File: src/rtl/ifetch_prefetch_pkg.sv
// Shared types for the instruction prefetch stage.
// Provides the fetch FSM state encoding and the FIFO entry layout
// (word address + instruction) at the default address width; the top
// level rebuilds the entry at its own AWIDTH.
package bexkat1_fetch_pkg;

    localparam int unsigned FETCH_AWIDTH = 15;
    localparam int unsigned IR_W         = 32;

    typedef enum logic [1:0] {
        S_IDLE  = 2'd0,
        S_BUS   = 2'd1,
        S_DRAIN = 2'd2
    } fetch_state_t;

    typedef struct packed {
        logic [FETCH_AWIDTH-1:0] adr;
        logic [IR_W-1:0]         ir;
    } fetch_entry_t;

endpackage

File: src/rtl/ifetch_prefetch_if.sv
// Wishbone classic read-only instruction bus.
// Members: cyc_o/stb_o/adr_o driven by the fetch master,
//          ack_i/dat_i driven by the RAM instruction port.
// Modports: master (prefetch stage), slave (memory).
interface ifetch_prefetch_if #(
    parameter int unsigned AWIDTH = 15
);
    logic              cyc_o;
    logic              stb_o;
    logic [AWIDTH-1:0] adr_o;
    logic              ack_i;
    logic [31:0]       dat_i;

    modport master (output cyc_o, output stb_o, output adr_o,
                    input  ack_i, input  dat_i);
    modport slave  (input  cyc_o, input  stb_o, input  adr_o,
                    output ack_i, output dat_i);
endinterface

File: src/rtl/ifetch_prefetch_fifo.sv
// Small synchronous FIFO holding fetched {address, instruction} entries.
// Ports: clk_i, rst_i (async, active-high), push/din write, pop advances
//        head, clear empties the FIFO and wins over push and pop,
//        count = occupancy, head = oldest entry, valid = registered non-empty.
module fetch_fifo #(
    parameter int unsigned DEPTH = 4,
    parameter int unsigned WIDTH = 47
) (
    input  logic                   clk_i,
    input  logic                   rst_i,
    input  logic                   push,
    input  logic                   pop,
    input  logic                   clear,
    input  logic [WIDTH-1:0]       din,
    output logic [$clog2(DEPTH):0] count,
    output logic [WIDTH-1:0]       head,
    output logic                   valid
);
    localparam int unsigned PTR_W = $clog2(DEPTH);
    localparam int unsigned CNT_W = PTR_W + 1;

    logic [WIDTH-1:0] mem [DEPTH];
    logic [PTR_W-1:0] wr_ptr;
    logic [PTR_W-1:0] rd_ptr;
    logic [CNT_W-1:0] count_nxt;

    // Occupancy after this edge
    always_comb begin
        count_nxt = count;
        if (clear) begin
            count_nxt = '0;
        end else begin
            count_nxt = CNT_W'(count + CNT_W'(push) - CNT_W'(pop));
        end
    end

    // Storage, pointers and occupancy
    always_ff @(posedge clk_i or posedge rst_i) begin
        if (rst_i) begin
            wr_ptr <= '0;
            rd_ptr <= '0;
            count  <= '0;
            valid  <= 1'b0;
            for (int i = 0; i < int'(DEPTH); i++) begin
                mem[i] <= '0;
            end
        end else begin
            count <= count_nxt;
            valid <= (count_nxt != '0);
            if (clear) begin
                wr_ptr <= '0;
                rd_ptr <= '0;
            end else begin
                if (push) begin
                    mem[wr_ptr] <= din;
                    wr_ptr      <= wr_ptr + PTR_W'(1);
                end
                if (pop) begin
                    rd_ptr <= rd_ptr + PTR_W'(1);
                end
            end
        end
    end

    assign head = mem[rd_ptr];

endmodule

File: src/rtl/ifetch_prefetch.sv
// Instruction prefetch stage: Wishbone classic read-only master that
// fetches sequential words into a FIFO and hands them to decode over a
// valid/ready handshake; flush redirects fetching to a new address.
// Ports: clk_i, rst_i (async, active-high); wb (ifetch_prefetch_if.master);
//        ir_o/pc_o/valid_o head of FIFO, ready_i consume;
//        flush_i/flush_adr_i redirect.
// Optional (macro IFETCH_STATS_EN): stall_cnt_o (saturating count of
//        cycles with ready_i=1 and valid_o=0), flush_cnt_o (wrapping
//        count of flush pulses).
module ifetch_prefetch
    import bexkat1_fetch_pkg::*;
#(
    parameter int unsigned     AWIDTH     = 15,
    parameter int unsigned     DEPTH      = 4,
    parameter logic [AWIDTH-1:0] RESET_ADDR = '0
) (
    input  logic              clk_i,
    input  logic              rst_i,
    ifetch_prefetch_if.master wb,
    output logic [31:0]       ir_o,
    output logic [AWIDTH-1:0] pc_o,
    output logic              valid_o,
    input  logic              ready_i,
    input  logic              flush_i,
    input  logic [AWIDTH-1:0] flush_adr_i
`ifdef IFETCH_STATS_EN
    ,
    output logic [31:0]       stall_cnt_o,
    output logic [15:0]       flush_cnt_o
`endif
);
    localparam int unsigned CNT_W = $clog2(DEPTH) + 1;

    typedef struct packed {
        logic [AWIDTH-1:0] adr;
        logic [IR_W-1:0]   ir;
    } entry_t;

    localparam int unsigned ENTRY_W = $bits(entry_t);

    fetch_state_t      state_q, state_d;
    logic              stb_q, stb_d;
    logic [AWIDTH-1:0] adr_q, adr_d;
    logic [AWIDTH-1:0] fadr_q, fadr_d;
    logic [AWIDTH-1:0] fadr_inc;

    logic              push;
    logic              pop;
    logic              clear;
    logic [CNT_W-1:0]  count;
    logic [CNT_W-1:0]  count_after;
    logic              credit;
    entry_t            din_e;
    entry_t            head_e;

    // FIFO data path
    assign push  = (state_q == S_BUS) && wb.ack_i && !flush_i;
    assign pop   = valid_o && ready_i && !flush_i;
    assign clear = flush_i;

    assign din_e.adr = adr_q;
    assign din_e.ir  = wb.dat_i;

    fetch_fifo #(
        .DEPTH (DEPTH),
        .WIDTH (ENTRY_W)
    ) u_fifo (
        .clk_i (clk_i),
        .rst_i (rst_i),
        .push  (push),
        .pop   (pop),
        .clear (clear),
        .din   (din_e),
        .count (count),
        .head  (head_e),
        .valid (valid_o)
    );

    assign ir_o = head_e.ir;
    assign pc_o = head_e.adr;

    // A new request may issue only if its word will still fit once this
    // edge's push/pop/clear has settled.
    assign count_after = clear ? '0 : CNT_W'(count + CNT_W'(push) - CNT_W'(pop));
    assign credit      = (count_after < CNT_W'(DEPTH));
    assign fadr_inc    = fadr_q + AWIDTH'(1);

    // Next-state and bus request logic
    always_comb begin
        state_d = state_q;
        stb_d   = stb_q;
        adr_d   = adr_q;
        fadr_d  = fadr_q;
        case (state_q)
            S_IDLE: begin
                if (flush_i) begin
                    fadr_d  = flush_adr_i;
                    adr_d   = flush_adr_i;
                    stb_d   = 1'b1;
                    state_d = S_BUS;
                end else if (credit) begin
                    adr_d   = fadr_q;
                    stb_d   = 1'b1;
                    state_d = S_BUS;
                end
            end
            S_BUS: begin
                if (wb.ack_i) begin
                    if (flush_i) begin
                        fadr_d = flush_adr_i;
                        adr_d  = flush_adr_i;
                    end else begin
                        fadr_d = fadr_inc;
                        if (credit) begin
                            adr_d = fadr_inc;
                        end else begin
                            stb_d   = 1'b0;
                            state_d = S_IDLE;
                        end
                    end
                end else if (flush_i) begin
                    // Keep the stale request on the bus until it completes
                    fadr_d  = flush_adr_i;
                    state_d = S_DRAIN;
                end
            end
            S_DRAIN: begin
                if (wb.ack_i) begin
                    // Stale data dropped; a flush arriving with the ack
                    // redirects straight away since nothing is left to drain
                    state_d = S_BUS;
                    if (flush_i) begin
                        fadr_d = flush_adr_i;
                        adr_d  = flush_adr_i;
                    end else begin
                        adr_d = fadr_q;
                    end
                end else if (flush_i) begin
                    fadr_d = flush_adr_i;
                end
            end
            default: begin
                state_d = S_IDLE;
                stb_d   = 1'b0;
            end
        endcase
    end

    // State and bus registers
    always_ff @(posedge clk_i or posedge rst_i) begin
        if (rst_i) begin
            state_q <= S_IDLE;
            stb_q   <= 1'b0;
            adr_q   <= RESET_ADDR;
            fadr_q  <= RESET_ADDR;
        end else begin
            state_q <= state_d;
            stb_q   <= stb_d;
            adr_q   <= adr_d;
            fadr_q  <= fadr_d;
        end
    end

    assign wb.cyc_o = stb_q;
    assign wb.stb_o = stb_q;
    assign wb.adr_o = adr_q;

`ifdef IFETCH_STATS_EN
    // Decode-starvation and redirect counters
    always_ff @(posedge clk_i or posedge rst_i) begin
        if (rst_i) begin
            stall_cnt_o <= '0;
            flush_cnt_o <= '0;
        end else begin
            if (ready_i && !valid_o && (stall_cnt_o != 32'hFFFF_FFFF)) begin
                stall_cnt_o <= stall_cnt_o + 32'd1;
            end
            if (flush_i) begin
                flush_cnt_o <= flush_cnt_o + 16'd1;
            end
        end
    end
`endif

endmodule

File: src/flat_wrapper.sv
// flat-port wrapper written by rule: the top's interface ports become plain ports
module ifetch_prefetch_flat import bexkat1_fetch_pkg::*;
#(
    parameter int unsigned     AWIDTH     = 15,
    parameter int unsigned     DEPTH      = 4,
    parameter logic [AWIDTH-1:0] RESET_ADDR = '0
)
  (clk_i, rst_i, ir_o, pc_o, valid_o, ready_i, flush_i, flush_adr_i, wb_cyc_o, wb_stb_o, wb_adr_o, wb_ack_i, wb_dat_i);
  ifetch_prefetch_if #(.AWIDTH(AWIDTH)) wb_i ();
  input  logic clk_i;
  input  logic rst_i;
  output logic [31:0] ir_o;
  output logic [AWIDTH-1:0] pc_o;
  output logic valid_o;
  input  logic ready_i;
  input  logic flush_i;
  input  logic [AWIDTH-1:0] flush_adr_i;
  output wire logic [$bits(wb_i.cyc_o)-1:0] wb_cyc_o;
  output wire logic [$bits(wb_i.stb_o)-1:0] wb_stb_o;
  output wire logic [$bits(wb_i.adr_o)-1:0] wb_adr_o;
  input wire logic [$bits(wb_i.ack_i)-1:0] wb_ack_i;
  input wire logic [$bits(wb_i.dat_i)-1:0] wb_dat_i;
  assign wb_cyc_o = wb_i.cyc_o;
  assign wb_stb_o = wb_i.stb_o;
  assign wb_adr_o = wb_i.adr_o;
  assign wb_i.ack_i = wb_ack_i;
  assign wb_i.dat_i = wb_dat_i;
  ifetch_prefetch #(.AWIDTH(AWIDTH), .DEPTH(DEPTH), .RESET_ADDR(RESET_ADDR)) u_core (.clk_i(clk_i), .rst_i(rst_i), .wb(wb_i), .ir_o(ir_o), .pc_o(pc_o), .valid_o(valid_o), .ready_i(ready_i), .flush_i(flush_i), .flush_adr_i(flush_adr_i));
endmodule
File: config.mk
export PLATFORM = sky130hd
export DESIGN_NAME = ifetch_prefetch_flat
export DESIGN_NICKNAME = d
export VERILOG_FILES = /design/src/rtl/ifetch_prefetch_pkg.sv /design/src/rtl/ifetch_prefetch_if.sv /design/src/rtl/ifetch_prefetch_fifo.sv /design/src/rtl/ifetch_prefetch.sv /design/src/flat_wrapper.sv
export SDC_FILE = /design/constraint.sdc
export NUM_CORES = 1
export LEC_CHECK = 0
export ABC_AREA = 0
export BUFFER_PORTS_ARGS = -buffer_cell sky130_fd_sc_hd__buf_2
export CAP_MARGIN = 20
export CORE_MARGIN = 2
export CORE_UTILIZATION = 30
export DETAILED_ROUTE_END_ITERATION = 16
export PLACE_DENSITY_LB_ADDON = 0.1
export SETUP_SLACK_MARGIN = 0.4
export SYNTH_ARGS = -nofsm -noshare
export SYNTH_HDL_FRONTEND = slang
export SYNTH_SLANG_ARGS = --single-unit
File: constraint.sdc
create_clock -name clk_i -period 10.25 [get_ports clk_i]
set_clock_uncertainty 0.05 [all_clocks]
set_input_delay 2.5625 -clock clk_i [delete_from_list [all_inputs] [get_ports clk_i]]
set_output_delay 2.5625 -clock clk_i [all_outputs]
set_load 0.03 [all_outputs]
After elaboration in Yosys (flattened, before gate mapping). Cells that the tools add are included.

Output and inout bits: 65. Bits of input ports: 52. Register bits: 229. Logic and storage cells: 89.

Bitwise operators: 4. Order comparisons: 4. Mux-type cells: 36. Add/sub/neg operators: 5. Reduce and logical (&&, ||, !) cells: 17. Equality and inequality tests: 11.

Operator list (count): $bwmux W188 (1); $mux W47 (3); $mux W15 (9); $bmux W47 S2 (1); $demux W47 S2 (1); $pmux W15 S3 (1); $pmux W15 S2 (1); $mux W2 (11); $add A15 B1 Y15 const B (1); $reduce_and A5 Y1 (3); $ne A3 B3 Y1 const B (3); $ne A2 B2 Y1 const B (4); $ge A3 B3 Y1 const B (2); $ne A3 B2 Y1 const B (2); $not A2 Y3 (2); $pmux W2 S3 (1); $reduce_bool A2 Y1 (3); $reduce_bool A3 Y1 (2); $logic_and A1 B1 Y1 (5); $mux W1 (5); $add A2 B1 Y2 const B (2); $add A3 B1 Y3 (1); $lt A3 B1 Y1 const B (1); $lt A3 B3 Y1 const B (1); other kinds (10) (11).

Longest topological paths before layout. Gate-level depths: netlist (run 1).

Depth in word-level cells: 11. Gate-level depth with buffers: 15. Depth with buffers taken out: 13.

Modules after synthesis. Synthesis (run 1) repeated with hierarchy kept, for this count alone.

Cells, all modules: 758. Area total of the unflattened synthesis: 11218.3 µm².

By module, submodules not included: fetch_fifo (cells each 496, area an instance 8883.5 µm², times used 1, seq. area each 4904.7 µm²); ifetch_prefetch (cells each 262, area an instance 2334.7 µm², times used 1, seq. area each 825.8 µm²).

Least setup slack after synthesis (run 1). Ideal clock, no wire load.

Kind: input port to flip-flop. Start point: input flush_i. End point: register u_core.adr_q[13] (netlist: u_core.wb.adr_o[13]). Path slack: 4.903 ns. Required time: 10.069 ns. Setup time: 0.131 ns. Cell stages on the path: 15. Data arrival time: 5.166 ns. Buffers on the path: 4. Cell sequence: buf_2 -> clkbuf_1 -> buf_1 -> nor2_1 -> ha_1 -> inv_1 -> ha_1 -> inv_1 -> fa_1 -> xnor3_2 -> nor2_4 -> o31a_1 -> buf_4 -> nor3_1 -> a221oi_2.

Longest elaborated chain between the ends: 8. Elaborated cells on any way between the ends: 16. Those cells by class: 2 x add/sub; 1 x order compare; 2 x eq/ne; 7 x mux; 4 x reduce/logical.

RTL lines: start: declaration (RTL line flat_wrapper.sv:16) `input logic flush_i;`; $logic_not A1 Y1 (RTL line ifetch_prefetch.sv:57, ifetch_prefetch.sv:58); $logic_and A1 B1 Y1 (RTL line ifetch_prefetch.sv:57) `assign push = (state_q == S_BUS) && wb.ack_i && !flush_i;`; $add A3 B1 Y3 (RTL line ifetch_prefetch.sv:84) `assign count_after = clear ? '0 : CNT_W'(count + CNT_W'(push) - CNT_W'(pop));`; $sub A3 B1 Y3 (RTL line ifetch_prefetch.sv:84); $mux W3 (*) (RTL line ifetch_prefetch.sv:84); via u_core.count_after[2] (RTL line ifetch_prefetch.sv:51) `logic [CNT_W-1:0] count_after;`; $lt A3 B3 Y1 (*) (RTL line ifetch_prefetch.sv:85) `assign credit = (count_after < CNT_W'(DEPTH));`; $ne A3 B2 Y1 (no source line); $reduce_and A5 Y1 (no source line) (*); end signal: assignment (RTL line ifetch_prefetch.sv:159) `adr_q <= adr_d;`; end: declaration (RTL line ifetch_prefetch.sv:43) `logic [AWIDTH-1:0] adr_q, adr_d;`.

Mark *: on every way through the listed nets, which the timed path passes. The rest lies on a longest branch. The select of a mux whose other input is x is not followed. A chain may end at the register's enable or synchronous reset.

Final worst setup path (run 1). Ends and elaborated chain as after synthesis.

==> impl_metrics.json, run 1 <==
{
  "crit_end": "u_core.wb.adr_o[13]$_DFFE_PP0P_",
  "max_slew.worst_pin.slew_ns": 0.928,
  "ant_nets": 0,
  "holdBufCountCts": 0,
  "dr.pass1.iters": 4,
  "total_power_w": 0.00381,
  "rsz0062_at_grt": "false",
  "vias": 6548,
  "worstReg2RegStart": "u_core.state_q[1]$_DFFE_PP0P_",
  "cp_max_fo": 47,
  "grt_pass1_vias": 6770,
  "post_drt_wl_per_cell_um": 19.8,
  "drt-total-wl_um": 26600,
  "status": "finished clean",
  "synth_edf_count": 0,
  "grt_max_degree": 127,
  "antenna_found_initial": 0,
  "maxCapViolCount": 0,
  "cts_buffers": 28,
  "area_growth_pct": 17.4,
  "reg2regPathDepth": 14,
  "fin_tns_setup_ns": 0,
  "synth_cell_types": 55,
  "n_fill_cell": 3445,
  "leakage_nw": 5.74,
  "critPathLaunch": "flush_i",
  "yosys.area.top_type": "dfrtp_1",
  "final_util": 0.355,
  "row_count": 69,
  "ys_seq_area_frac": 0.536,
  "die_area_sq_mm": 0.0372,
  "p_comb_frac": 0.351,
  "period_share": 0.522,
  "layout.area.seq_sq_mm": 0.00574,
  "path_clk_slew_ns": 0.06,
  "drc": 0,
  "cts_setup_buffers": 0,
  "core-area_sq_mm": 0.0353,
  "grt_pass1_wl_um": 41200,
  "grt_use_total": 0.145,
  "worstSetupPathType": "input pin to flip-flop",
  "cts.path.max_buffers": 3,
  "multiInputGateArea_sq_mm": 0.00462,
  "cts_sinks": 229,
  "fmax_mhz": 187,
  "ctsHtreeMaxLevel": 1,
  "clkPwrFrac": 0.253,
  "synth_warnings": 0,
  "reg2reg_to": "u_core.wb.adr_o[13]$_DFFE_PP0P_",
  "netlist_area_sq_mm": 0.0107,
  "cts_tree": "done",
  "p_per_area_mw_per_mm2": 304,
  "synth_top_area_frac": 0.536,
  "portBuffers": 116,
  "drive_gt1_frac": 0.394,
  "post-place-ws_ns": 4.32,
  "worst_hold_path_type": "flip-flop to flip-flop",
  "synthFlopType": "dfrtp_1",
  "use_met2": 0.235,
  "slew_violations": 0,
  "dp_hpwl_um": 15900,
  "start_kind": "input pin",
  "clock_latency_ns": 0.54,
  "ios": 117,
  "die_x_um": 193,
  "net-switching-power_w": 0.00136,
  "cts_resized": 0,
  "die-height_um": 193,
  "use_met3": 0.0240,
  "drtIter0Drc": 256,
  "antenna_cells": 0,
  "avgSynthCellArea_sq_um": 14.0,
  "setup_viol": 0,
  "root_buffer": "clkbuf_16",
  "gr-total-overflow": 0,
  "hold_slack_ns": 0.432,
  "critPathCaptureType": "flip-flop",
  "syn_inst": 766,
  "reg2reg_slack_ns": 6.72,
  "synth_nets": 826,
  "internal-power_w": 0.00245,
  "nets": 927,
  "synth_async_sr_flop_share": 1.00,
  "fin_ws_ns": 4.90,
  "peakVddDrop_mv": 0.130,
  "slew_headroom": 0.381,
  "gp_congestion": 0.743,
  "via_per_inst": 4.86,
  "fin_crit_ns": 5.35,
  "yosys-top-cells-area": "dfrtp_1, mux2_2, mux4_2",
  "critPathRequiredTime_ns": 10.65,
  "switching_share": 0.357,
  "cp.arrival_ns": 5.75,
  "sequentialPowerShare": 0.396,
  "finalHoldViolCount": 0,
  "initial_core_util": 0.303,
  "grt_most_used_layer": "met2",
  "met1_usage": 0.203,
  "ys_ff_latch": 229
}
[how the worst min path moves through the flow]
stage	from	endpoint	cells after the start
3_5_place_dp	u_core.u_fifo.mem[92]$_DFFE_PP0P_	u_core.u_fifo.mem[92]$_DFFE_PP0P_	2
6_report	u_core.u_fifo.mem[92]$_DFFE_PP0P_	u_core.u_fifo.mem[92]$_DFFE_PP0P_	2
2_1_floorplan	u_core.u_fifo.mem[92]$_DFFE_PP0P_	u_core.u_fifo.mem[92]$_DFFE_PP0P_	2
3_3_place_gp	u_core.u_fifo.mem[92]$_DFFE_PP0P_	u_core.u_fifo.mem[92]$_DFFE_PP0P_	2
5_1_grt	u_core.u_fifo.mem[64]$_DFFE_PP0P_	u_core.u_fifo.mem[64]$_DFFE_PP0P_	1
4_1_cts	u_core.u_fifo.mem[92]$_DFFE_PP0P_	u_core.u_fifo.mem[92]$_DFFE_PP0P_	2
[power by group through the flow]
stage,Sequential (W),Clock (W),Combinational [W]
after floorplan,0.00148,0,0.00102
after global placement,0.00153,0,0.00133
after detailed placement,0.00153,0,0.00137
after CTS,0.00151,0.00101,0.00137
after global routing,0.00156,0.00105,0.00145
final,0.00151,0.000965,0.00134
[flip-flops by register name, summed over array words and instances, names as in the netlist]
register              cells
u_core.u_fifo.count       3
u_core.fadr_q            15
u_core.u_fifo.wr_ptr      2
u_core.state_q            2
u_core.wb.cyc_o           1
u_core.wb.adr_o          15
u_core.u_fifo.mem       188
u_core.u_fifo.valid       1
u_core.u_fifo.rd_ptr      2
[synthesized netlist by cell type (3+ instances only)]
library cell and count:
nand2b_1 3, o2bb2ai_1 3, mux2_1 63, and4_1 3, nand3_1 11, ha_1 7
nor4_1 4, dfrtp_1 229, a21oi_1 21, and3_1 4, and2_1 4, mux2_2 123
buf_2 27, nand2_1 42, xor2_1 5, nor2b_1 5, a31oi_1 4, mux4_2 47
o21ai_0 26, nor3_1 4, nand4_1 8, clkbuf_1 14, nor2_1 33, o22ai_1 4
buf_4 4, mux2i_1 6, o31ai_1 5, inv_1 10, xnor2_1 10, buf_6 8
[critical path, stage by stage]
cell and delay [ns]:
buf_2 0.09, buf_4 0.28, nand2b_1 0.26, nor2_4 0.22, inv_1 0.07, ha_1 0.29, inv_1 0.06, ha_1 0.13
inv_1 0.04, fa_1 0.36, xnor3_2 0.25, nor2_4 0.16, o31a_1 0.46, buf_16 0.22, nor2_1 0.06, a221oi_2 0.22
[layout make-up]
class                           count  share of cell area
Clock buffer                       44              0.0679
Sequential cell                   229               0.457
Timing Repair Buffer              126              0.0539
Clock inverter                      4             0.00359
Inverter                           10             0.00359
Multi-Input combinational cell    472               0.368
Tap cell                          461              0.0460
[layout by cell type, fill, tap and decap left out, types with 5 or more instances in the layout]
cell type  synthesis  routed
nand2_1           42      38
a21oi_1           21      21
nor2_1            33      33
mux2_2           123     123
nand3_1           11      11
inv_1             10       9
ha_1               7       7
nand4_1            8       8
dfrtp_1          229     227
o31ai_1            5       5
mux2_1            63      63
clkbuf_1          14       8
mux2i_1            6       6
buf_2             27     116
nor2b_1            5       5
clkbuf_16          0      29
mux4_2            47      47
buf_4              4       9
xnor2_1           10      10
xor2_1             5       5
o21ai_0           26      26
clkbuf_8           0       7
[kinds of logic (layout without fill, tap and decap cells)]
family | Yosys count | in the layout | share of synthesized area
XOR/XNOR | 16 | 16 | 0.0145
multiplexers | 239 | 239 | 0.301
AND/OR/NAND/NOR | 132 | 132 | 0.0613
flip-flops | 229 | 229 | 0.536
adder cells (fa/ha/maj) | 8 | 8 | 0.0101
AO/OA/AOI/OAI | 77 | 77 | 0.0444
buffers and inverters | 65 | 184 | 0.0331
[through the flow]
stage                     cells  cell area, sq um
final                      1346             12500
after global routing       1346             12500
after CTS                  1346             12500
after detailed placement   1298             11600
after global placement     1297             11600
after floorplan             766             10700
[layer usage]
layer | wire length (um) | vias to the layer above
met5 | 0 | -
met4 | 374 | 0
met3 | 1060 | 29
met2 | 12700 | 107
met1 | 12500 | 3395
li1 | - | 3017
Power figures use the tool's default switching activity.
==> run 2: changes to the inputs <==
==> constraint.sdc (replaced) <==
create_clock -name clk_i -period 5.4 [get_ports clk_i]
set_clock_uncertainty 0.05 [all_clocks]
set_input_delay 1.35 -clock clk_i [delete_from_list [all_inputs] [get_ports clk_i]]
set_output_delay 1.35 -clock clk_i [all_outputs]
set_load 0.03 [all_outputs]
==> impl_metrics.json, run 2 (synthesis gave the netlist of run 1 again) <==
{
  "status": "finished clean",
  "period_share": 0.743,
  "cp.depth": 3,
  "holdBufCountCts": 0,
  "worstSetupPathType": "flip-flop to output pin",
  "antenna_found_initial": 0,
  "maxCapViolCount": 0,
  "ant_nets": 0,
  "drive_gt1_frac": 0.398,
  "layout_commonest_cell": "dfrtp_1",
  "cts_tree": "done",
  "critPathRequiredTime_ns": 4.00,
  "whs_path_depth": 2,
  "drtIter0Drc": 242,
  "start_kind": "flip-flop",
  "cts_setup_buffers": 0,
  "fmax_mhz": 249,
  "fin_crit_ns": 4.01,
  "slew_headroom": 0.387,
  "setup_viol": 0,
  "vias": 6593,
  "ios": 117,
  "fin_tns_setup_ns": 0,
  "gp_congestion": 0.749,
  "worst_hold_path_type": "flip-flop to flip-flop",
  "die_area_sq_mm": 0.0372,
  "die-height_um": 193,
  "largest_reg_flops": 188,
  "slowest_delay_ns": 1.00,
  "nets": 933,
  "area_growth_pct": 18.1,
  "initial_core_util": 0.303,
  "portBuffers": 116,
  "root_buffer": "clkbuf_16",
  "leakage_nw": 5.77,
  "slew_violations": 0,
  "p_per_area_mw_per_mm2": 574,
  "cp.arrival_ns": 2.61,
  "antenna_cells": 0,
  "path_clk_slew_ns": 0.06,
  "finalHoldViolCount": 0,
  "critPathTopFamily": "flip-flops",
  "cts.path.max_buffers": 3,
  "cts_sinks": 229,
  "regMostFlops": "u_core.u_fifo.mem",
  "cp_num_buf_inv": 2,
  "via_per_inst": 4.87,
  "grt_max_degree": 126,
  "cp_max_fo": 40,
  "ctsHtreeMaxLevel": 1,
  "max_slew.worst_pin.slew_ns": 0.919,
  "gr-total-overflow": 0,
  "cp_slowest_cell": "dfrtp_4",
  "final_cell_mix": "dfrtp_1, mux2_2, buf_2",
  "reg2regPathDepth": 14,
  "grt_use_total": 0.144,
  "drc": 0,
  "die_x_um": 193,
  "crit_chain": "buf_4 -> mux4_2 -> buf_2",
  "post_drt_wl_per_cell_um": 19.4,
  "critPathCaptureType": "output pin",
  "rsz0062_at_grt": "false",
  "clock_latency_ns": 0.54,
  "hold_slack_ns": 0.429,
  "dp_hpwl_um": 16600,
  "cts_resized": 0,
  "grt_pass1_wl_um": 41600,
  "peakVddDrop_mv": 0.313,
  "core-area_sq_mm": 0.0353,
  "cts_buffers": 28,
  "drt-total-wl_um": 26200,
  "grt_pass1_vias": 6895,
  "row_count": 69,
  "dr.pass1.iters": 4
}
run 2: power by group:
group / switching (W) / internal [W] / leakage [nW]
clock: 0.000723 / 0.00114 / 0.449
sequential: 0.000500 / 0.00239 / 2.94
combinational: 0.00135 / 0.00114 / 2.38
run 2: through the flow:
stage / setup WS [ns] / area, sq um / std cells / utilization / total power, W
after floorplan: 1.01 / 10700 / 766 / - / 0.00474
after global placement: 1.25 / 11700 / 1303 / 0.331 / 0.00544
after detailed placement: 1.19 / 11700 / 1304 / 0.332 / 0.00548
after CTS: 1.24 / 12600 / 1355 / 0.358 / 0.00740
after global routing: 1.19 / 12600 / 1355 / 0.358 / 0.00773
final: 1.39 / 12600 / 1355 / 0.358 / 0.00725
run 2: layout make-up:
type,instances,area [sq um]
Tap cell,461,577
Multi-Input combinational cell,472,4620
Inverter,10,41.3
Timing Repair Buffer,132,738
Fill cell,3461,22700
Clock inverter,7,87.6
Clock buffer,44,832
Sequential cell,229,5740
run 2: tightest hold or removal path, delay by kind of cell (launching register included):
| family | cells | cell delay (ns) |
|---|---|---|
| AOI/OAI and AO/OA | 1 | 0.06 |
| DFF | 1 | 0.34 |
| and+or+nand+nor | 1 | 0.05 |
run 2: path summary, 6_finish.rpt:
| kind | slack, ns | start | to |
|---|---|---|---|
| setup / recovery | 1.39 | u_core.u_fifo.rd_ptr[0]$_DFFE_PP0P_ | ir_o[2] |
| hold / removal | 0.43 | u_core.u_fifo.mem[186]$_DFFE_PP0P_ | u_core.u_fifo.mem[186]$_DFFE_PP0P_ |
| setup reg to reg | 2.06 | u_core.state_q[1]$_DFFE_PP0P_ | u_core.wb.adr_o[13]$_DFFE_PP0P_ |
| hold reg to reg | 0.43 | u_core.u_fifo.mem[186]$_DFFE_PP0P_ | u_core.u_fifo.mem[186]$_DFFE_PP0P_ |
| max in group asynchronous | 3.67 | rst_i | u_core.u_fifo.rd_ptr[0]$_DFFE_PP0P_ |
| min in group asynchronous | 0.92 | rst_i | u_core.u_fifo.mem[158]$_DFFE_PP0P_ |
run 2: layer usage:
metal | up-vias | GRT usage | routed length, um
met3 | 49 | 0.0224 | 1050
met5 | - | 0 | 0
li1 | 3035 | - | -
met1 | 3382 | 0.199 | 12200
met4 | 0 | 0.0484 | 806
met2 | 127 | 0.232 | 12200
